`config.mk`:
```
export PLATFORM = sky130hd
export DESIGN_NAME = prog_delay_line
export DESIGN_NICKNAME = d
export VERILOG_FILES = /design/src/rtl/prog_delay_line.sv
export SDC_FILE = /design/constraint.sdc
export NUM_CORES = 1
export LEC_CHECK = 0
export BUFFER_PORTS_ARGS = -buffer_cell sky130_fd_sc_hd__buf_2
export CORE_MARGIN = 4
export CORE_UTILIZATION = 45
export DETAILED_ROUTE_END_ITERATION = 7
export PLACE_DENSITY = 0.61
export SLEW_MARGIN = 10
export SYNTH_ARGS = -nofsm -noshare
export SYNTH_HDL_FRONTEND = slang
export SYNTH_SLANG_ARGS = --single-unit
```
`constraint.sdc`:
```
create_clock -name clk -period 2.8 [get_ports clk]
set_clock_uncertainty 0.1 [all_clocks]
set_input_delay 0.42 -clock clk [delete_from_list [all_inputs] [get_ports clk]]
set_output_delay 0.42 -clock clk [all_outputs]
set_load 0.02 [all_outputs]
```
`src/rtl/prog_delay_line.sv`:
```
// prog_delay_line: delays a WIDTH-bit bus by a runtime-selectable 1..DEPTH enabled cycles
// Latency: d_act enabled edges from din sample to dout; outputs are registered
// Backpressure: none; en=0 freezes every register, so the line simply stalls
//
// Ports:
//   clk, rst  rising-edge clock, synchronous active-high reset
//   en        clock enable; disabled edges change nothing
//   din       input sample, written every enabled edge
//   dly       requested delay (0 -> 1, >DEPTH -> DEPTH)
//   dout      delayed data; dout_vld marks a full-delay sample
//   d_act     currently active (clamped) delay
//
// Optional macro PROG_DELAY_LINE_INERTIAL_EN: per-bit run counters suppress
// pulses shorter than d_act (inertial delay). Undefined: pure transport delay.

module prog_delay_line #(
  parameter  int WIDTH = 8,
  parameter  int DEPTH = 16,
  localparam int DW    = $clog2(DEPTH) + 1
) (
  input  logic             clk,
  input  logic             rst,
  input  logic             en,
  input  logic [WIDTH-1:0] din,
  input  logic [DW-1:0]    dly,
  output logic [WIDTH-1:0] dout,
  output logic             dout_vld,
  output logic [DW-1:0]    d_act
);

  localparam int AW = $clog2(DEPTH);

  typedef enum logic {FILL, RUN} state_t;

  state_t           state_q, state_d;
  logic [AW-1:0]    wr_ptr_q;
  logic [AW-1:0]    rd_ptr;
  logic [DW-1:0]    cnt_q, cnt_d;
  logic [DW-1:0]    d_act_q;
  logic [DW-1:0]    d_new;
  logic             dly_chg;
  logic             out_upd;
  logic             out_clr;
  logic [WIDTH-1:0] dout_q;
  logic [WIDTH-1:0] dout_nxt;
  logic             vld_q;

  logic [WIDTH-1:0] mem [DEPTH];

  // Clamp the requested delay into 1..DEPTH.
  always_comb begin
    d_new = dly;
    if (dly == '0)
      d_new = DW'(1);
    else if (dly > DW'(DEPTH))
      d_new = DW'(DEPTH);
  end

  // Truncation to AW bits makes d=DEPTH read the slot about to be overwritten;
  // the read happens before this edge's write lands, so the old value comes out.
  assign rd_ptr  = wr_ptr_q - d_act_q[AW-1:0];
  assign dly_chg = (d_new != d_act_q);

  // cnt_q counts samples written since entering FILL. Once it equals d, the
  // oldest needed sample is in the buffer and this edge can present it.
  always_comb begin
    state_d = state_q;
    cnt_d   = cnt_q;
    out_upd = 1'b0;
    out_clr = 1'b0;
    if (dly_chg) begin
      // The current edge's sample is the first one of the new fill.
      state_d = FILL;
      cnt_d   = DW'(1);
      out_clr = 1'b1;
    end else begin
      case (state_q)
        FILL: begin
          if (cnt_q == d_act_q) begin
            state_d = RUN;
            out_upd = 1'b1;
          end else begin
            cnt_d = cnt_q + DW'(1);
          end
        end
        RUN:     out_upd = 1'b1;
        default: state_d = FILL;
      endcase
    end
  end

`ifdef PROG_DELAY_LINE_INERTIAL_EN
  logic [DW-1:0]    run_q [WIDTH];
  logic [WIDTH-1:0] last_q;

  // A bit only follows its input once the level has been stable for d samples;
  // shorter pulses never satisfy the threshold and dout holds.
  always_comb begin
    for (int b = 0; b < WIDTH; b++)
      dout_nxt[b] = (run_q[b] >= d_act_q) ? last_q[b] : dout_q[b];
  end

  always_ff @(posedge clk) begin
    if (rst) begin
      last_q <= '0;
      for (int b = 0; b < WIDTH; b++)
        run_q[b] <= '0;
    end else if (en) begin
      last_q <= din;
      for (int b = 0; b < WIDTH; b++) begin
        if (dly_chg || (din[b] != last_q[b]))
          run_q[b] <= DW'(1);  // restart: this edge's sample is run length 1
        else if (run_q[b] != DW'(DEPTH))
          run_q[b] <= run_q[b] + DW'(1);
      end
    end
  end
`else
  assign dout_nxt = mem[rd_ptr];
`endif

  // Buffer has no reset; stale contents are never presented because FILL
  // blocks output until d fresh samples have been written.
  always_ff @(posedge clk) begin
    if (en && !rst)
      mem[wr_ptr_q] <= din;
  end

  always_ff @(posedge clk) begin
    if (rst) begin
      state_q  <= FILL;
      wr_ptr_q <= '0;
      cnt_q    <= '0;
      d_act_q  <= DW'(1);
      dout_q   <= '0;
      vld_q    <= 1'b0;
    end else if (en) begin
      state_q  <= state_d;
      wr_ptr_q <= wr_ptr_q + AW'(1);
      cnt_q    <= cnt_d;
      d_act_q  <= d_new;
      if (out_clr) begin
        dout_q <= '0;
        vld_q  <= 1'b0;
      end else if (out_upd) begin
        dout_q <= dout_nxt;
        vld_q  <= 1'b1;
      end
    end
  end

  assign dout     = dout_q;
  assign dout_vld = vld_q;
  assign d_act    = d_act_q;

endmodule

```
==> impl_results.md <==
* Hold Crit Class: in2reg
* WP data arrival at 2.71 ns
* Initial antenna violation count at 0
* Total routed wirelength at around 13000 um
* Crit path max-delay cell type: fa_1
* Peak fanout along the critical path at 32
* CTS H-tree lvls at 4
* Initial Util at 46.6%
* Hold Path End: d_act[4]$_SDFFE_PP0P_
* Iteration-0 DRC Markers at 265
* Fmax at 393 MHz
* Async S/R FF share, synth at 0%
* GP Congestion at 0.770
* NetSw at ~1.2 mW
* GRT Residual Overflow at 0
* Top FF cell, synth: edfxtp_1
* # setup viols final at 0
* Dpl cell area at 6670 um^2
* Setup WS pre-CTS at 0.210 ns
* CTS tree: done
* Setup bufs post-CTS at 0
* Core area at 13500 um^2
* Global-route wire length before repair at 19900 um
* Rows at 42
* Final nets at 431
* Unrepaired setup endpoints after global routing: false
* Clock-pin slew on the worst setup and hold paths at approximately 0.060 ns
* PD cells at between 700 and 800 nW/um^2
* Num CTS Buffers at 17
* Post-synthesis cell count at 365
* Most frequent cells in the layout: edfxtp_1, mux4_2, buf_2
* Die area at approximately 16000 um^2
* Post-Route Utilization at 53.9%
* Max VDD drop at about 430 uV
* Clock latency at the later pin of the worst-skew pair at 0.41 ns
* Ys Warns at 0
* Commonest non-fill, non-tap cell in the layout: edfxtp_1
* CP Launch Type: flip-flop
* Via count at 3267
* Die Wd at 126 um
* RR Startpoint: wr_ptr_q[0]$_SDFFE_PP0P_
* Crit-path max cell delay at between 0.5 and 0.6 ns
* Unique masters post-synth at 35
* Setup ws final at 0.257 ns
* Die height at 126 um
* Max_slew headroom at 62.0%
* Net Sw Frac at 23.0%
* Flop pwr share at ~46%
* Post-placement cell count at 563
* Fin. Hold Viols at 0
* Leak at 2.49 nW
* Total power at 5.40 mW
* R2r worst-path depth at 8
* Share of cells above drive strength 1 at roughly 27%
* Synthesis-to-layout area growth at 15.8%
* Dpl hpwl at approximately 7900 um
* Pint at 4.16 mW
* TritonRoute pass-1 iters at 6
* R2R Path End: dout[2]$_SDFFE_PP0P_
* Post-synth EDFFs at 128
* Pin count of the biggest net entering global routing at 33
* Hold Crit Depth at 3
* Final Cycle Share at 90.8%
* Syn nets at 390
* Routed Antenna Nets at 0
* Clock tree root driver cell: clkbuf_16
* Max Cap Violations at 0
* Combinational group share of total power at 12.6%
* Clock Path Buffers at 2
* Layout Cells excl Fill at 595
* Worst slew pin tran at 0.570 ns
* Post_cts resized at 0
* Clock sink total at approximately 150
* Post-Syn Area per Cell at 17.2 um^2
* Post-synthesis sequential area ratio at around 69%
* Post-DR wirelength/cell at 21.1 um
* Critical-path cell list: inv_1, ha_2, fa_1, buf_12, mux4_2, mux2i_1, mux2_2, o22ai_1
* Max-slew violations at 0
* Design Area, Final at 7250 um^2
* Worst Setup End Kind: flip-flop
* Critical path class: reg2reg
* Post-Syn Area at 6270 um^2
* Ports at 30
* Critical path required time at 2.97 ns
* DRC Markers at 0
* Tmin final at 2.54 ns
* Total Routing Usage GR at 16.9%
* Via/cell ratio at around 5.5
* WHS at 0.284 ns
* Setup TNS at 0 ns
* FF+latch count, synth at roughly 150
* ANT cells at 0
* Clock network fraction of total power at around two fifths
* Hold_sp: dly[4]
* Hold-fix buffers, CTS at 0
* Vias in the first global route at 3559
* Reg2reg setup slack at 0.26 ns
* Outcome: completed
* Buffers added on ports at 29
==> cells by family after synthesis <==
logic type | after synthesis | share of synthesized area [%]
AO/OA/AOI/OAI | 30 | 3.39
multiplexers | 58 | 15.8
adder cells (fa/ha/maj) | 9 | 1.92
buffers and inverters | 30 | 2.06
flip-flops | 152 | 69.0
AND/OR/NAND/NOR | 72 | 5.87
XOR/XNOR | 14 | 1.96
==> final cells by class <==
| type | instances | area, um^2 |
|---|---|---|
| inverters | 15 | 56.3 |
| multi-input cells | 183 | 1820 |
| well taps | 176 | 220 |
| clock inverters | 14 | 148 |
| repair buffers | 37 | 243 |
| clock buffers | 18 | 439 |
| flip-flops and latches | 152 | 4320 |
| fillers | 1103 | 6200 |
==> state kept, by name, indices dropped and copies added (netlist names) <==
| signal | cells |
|---|---|
| mem | 128 |
| dout | 8 |
| cnt_q | 5 |
| d_act | 5 |
| wr_ptr_q | 4 |
| dout_vld | 1 |
| state_q | 1 |
==> power groups by stage <==
stage,Clock (mW),Sequential [mW],Combinational [mW]
4_1_cts,2.26,2.49,0.696
6_report,2.23,2.49,0.683
3_5_place_dp,0,2.54,0.696
3_3_place_gp,0,2.54,0.688
2_1_floorplan,0,2.54,0.479
5_1_grt,2.37,2.49,0.744
==> critical path, delay by kind of cell (launching register included) <==
family | cells | cell delay, ns
mux | 3 | 0.76
fa+ha+maj | 2 | 0.72
flops | 1 | 0.41
buf+inv | 2 | 0.35
compound gates | 1 | 0.05
==> how the worst max path moves through the flow <==
stage / startpoint / end / slack (ns) / depth (start not counted)
floorplan: wr_ptr_q[0]$_SDFFE_PP0P_ / dout[3]$_SDFFE_PP0P_ / 0.25 / 8
global route: wr_ptr_q[0]$_SDFFE_PP0P_ / dout[3]$_SDFFE_PP0P_ / 0.11 / 8
CTS: wr_ptr_q[0]$_SDFFE_PP0P_ / dout[2]$_SDFFE_PP0P_ / 0.20 / 8
detailed placement: wr_ptr_q[0]$_SDFFE_PP0P_ / dout[2]$_SDFFE_PP0P_ / 0.21 / 8
global placement: wr_ptr_q[0]$_SDFFE_PP0P_ / dout[2]$_SDFFE_PP0P_ / 0.24 / 8
finish: wr_ptr_q[0]$_SDFFE_PP0P_ / dout[2]$_SDFFE_PP0P_ / 0.26 / 8
==> synth_stat cells (all sizes together) (3+ instances only) <==
cell type | n | share of area [%]
edfxtp | 128 | 61
mux4 | 32 | 11
dfxtp | 24 | 7.7
nor2 | 20 | 1.2
mux2i | 18 | 2.9
and2 | 16 | 1.6
inv | 15 | 0.90
nand2 | 15 | 0.90
buf | 9 | 0.80
o22ai | 9 | 0.90
ha | 8 | 1.6
mux2 | 8 | 1.4
a31oi | 7 | 1.0
xnor2 | 7 | 0.98
xor2 | 7 | 0.98
clkbuf | 6 | 0.36
a21oi | 5 | 0.40
nand3 | 4 | 0.32
nand4 | 4 | 0.40
nor3 | 4 | 0.32
o21ai | 4 | 0.32
and3 | 3 | 0.30
or4b | 3 | 0.48
==> per-layer routing <==
metal / track usage [%] / part of all wire, % / up-vias
li1: - / - / 1507
met1: 22.5 / 43 / 1667
met3: 4.45 / 5.3 / 11
met5: 0 / 0 / -
met2: 27.4 / 50 / 82
met4: 5.62 / 1.1 / 0
(Power assumes the default switching activity.)
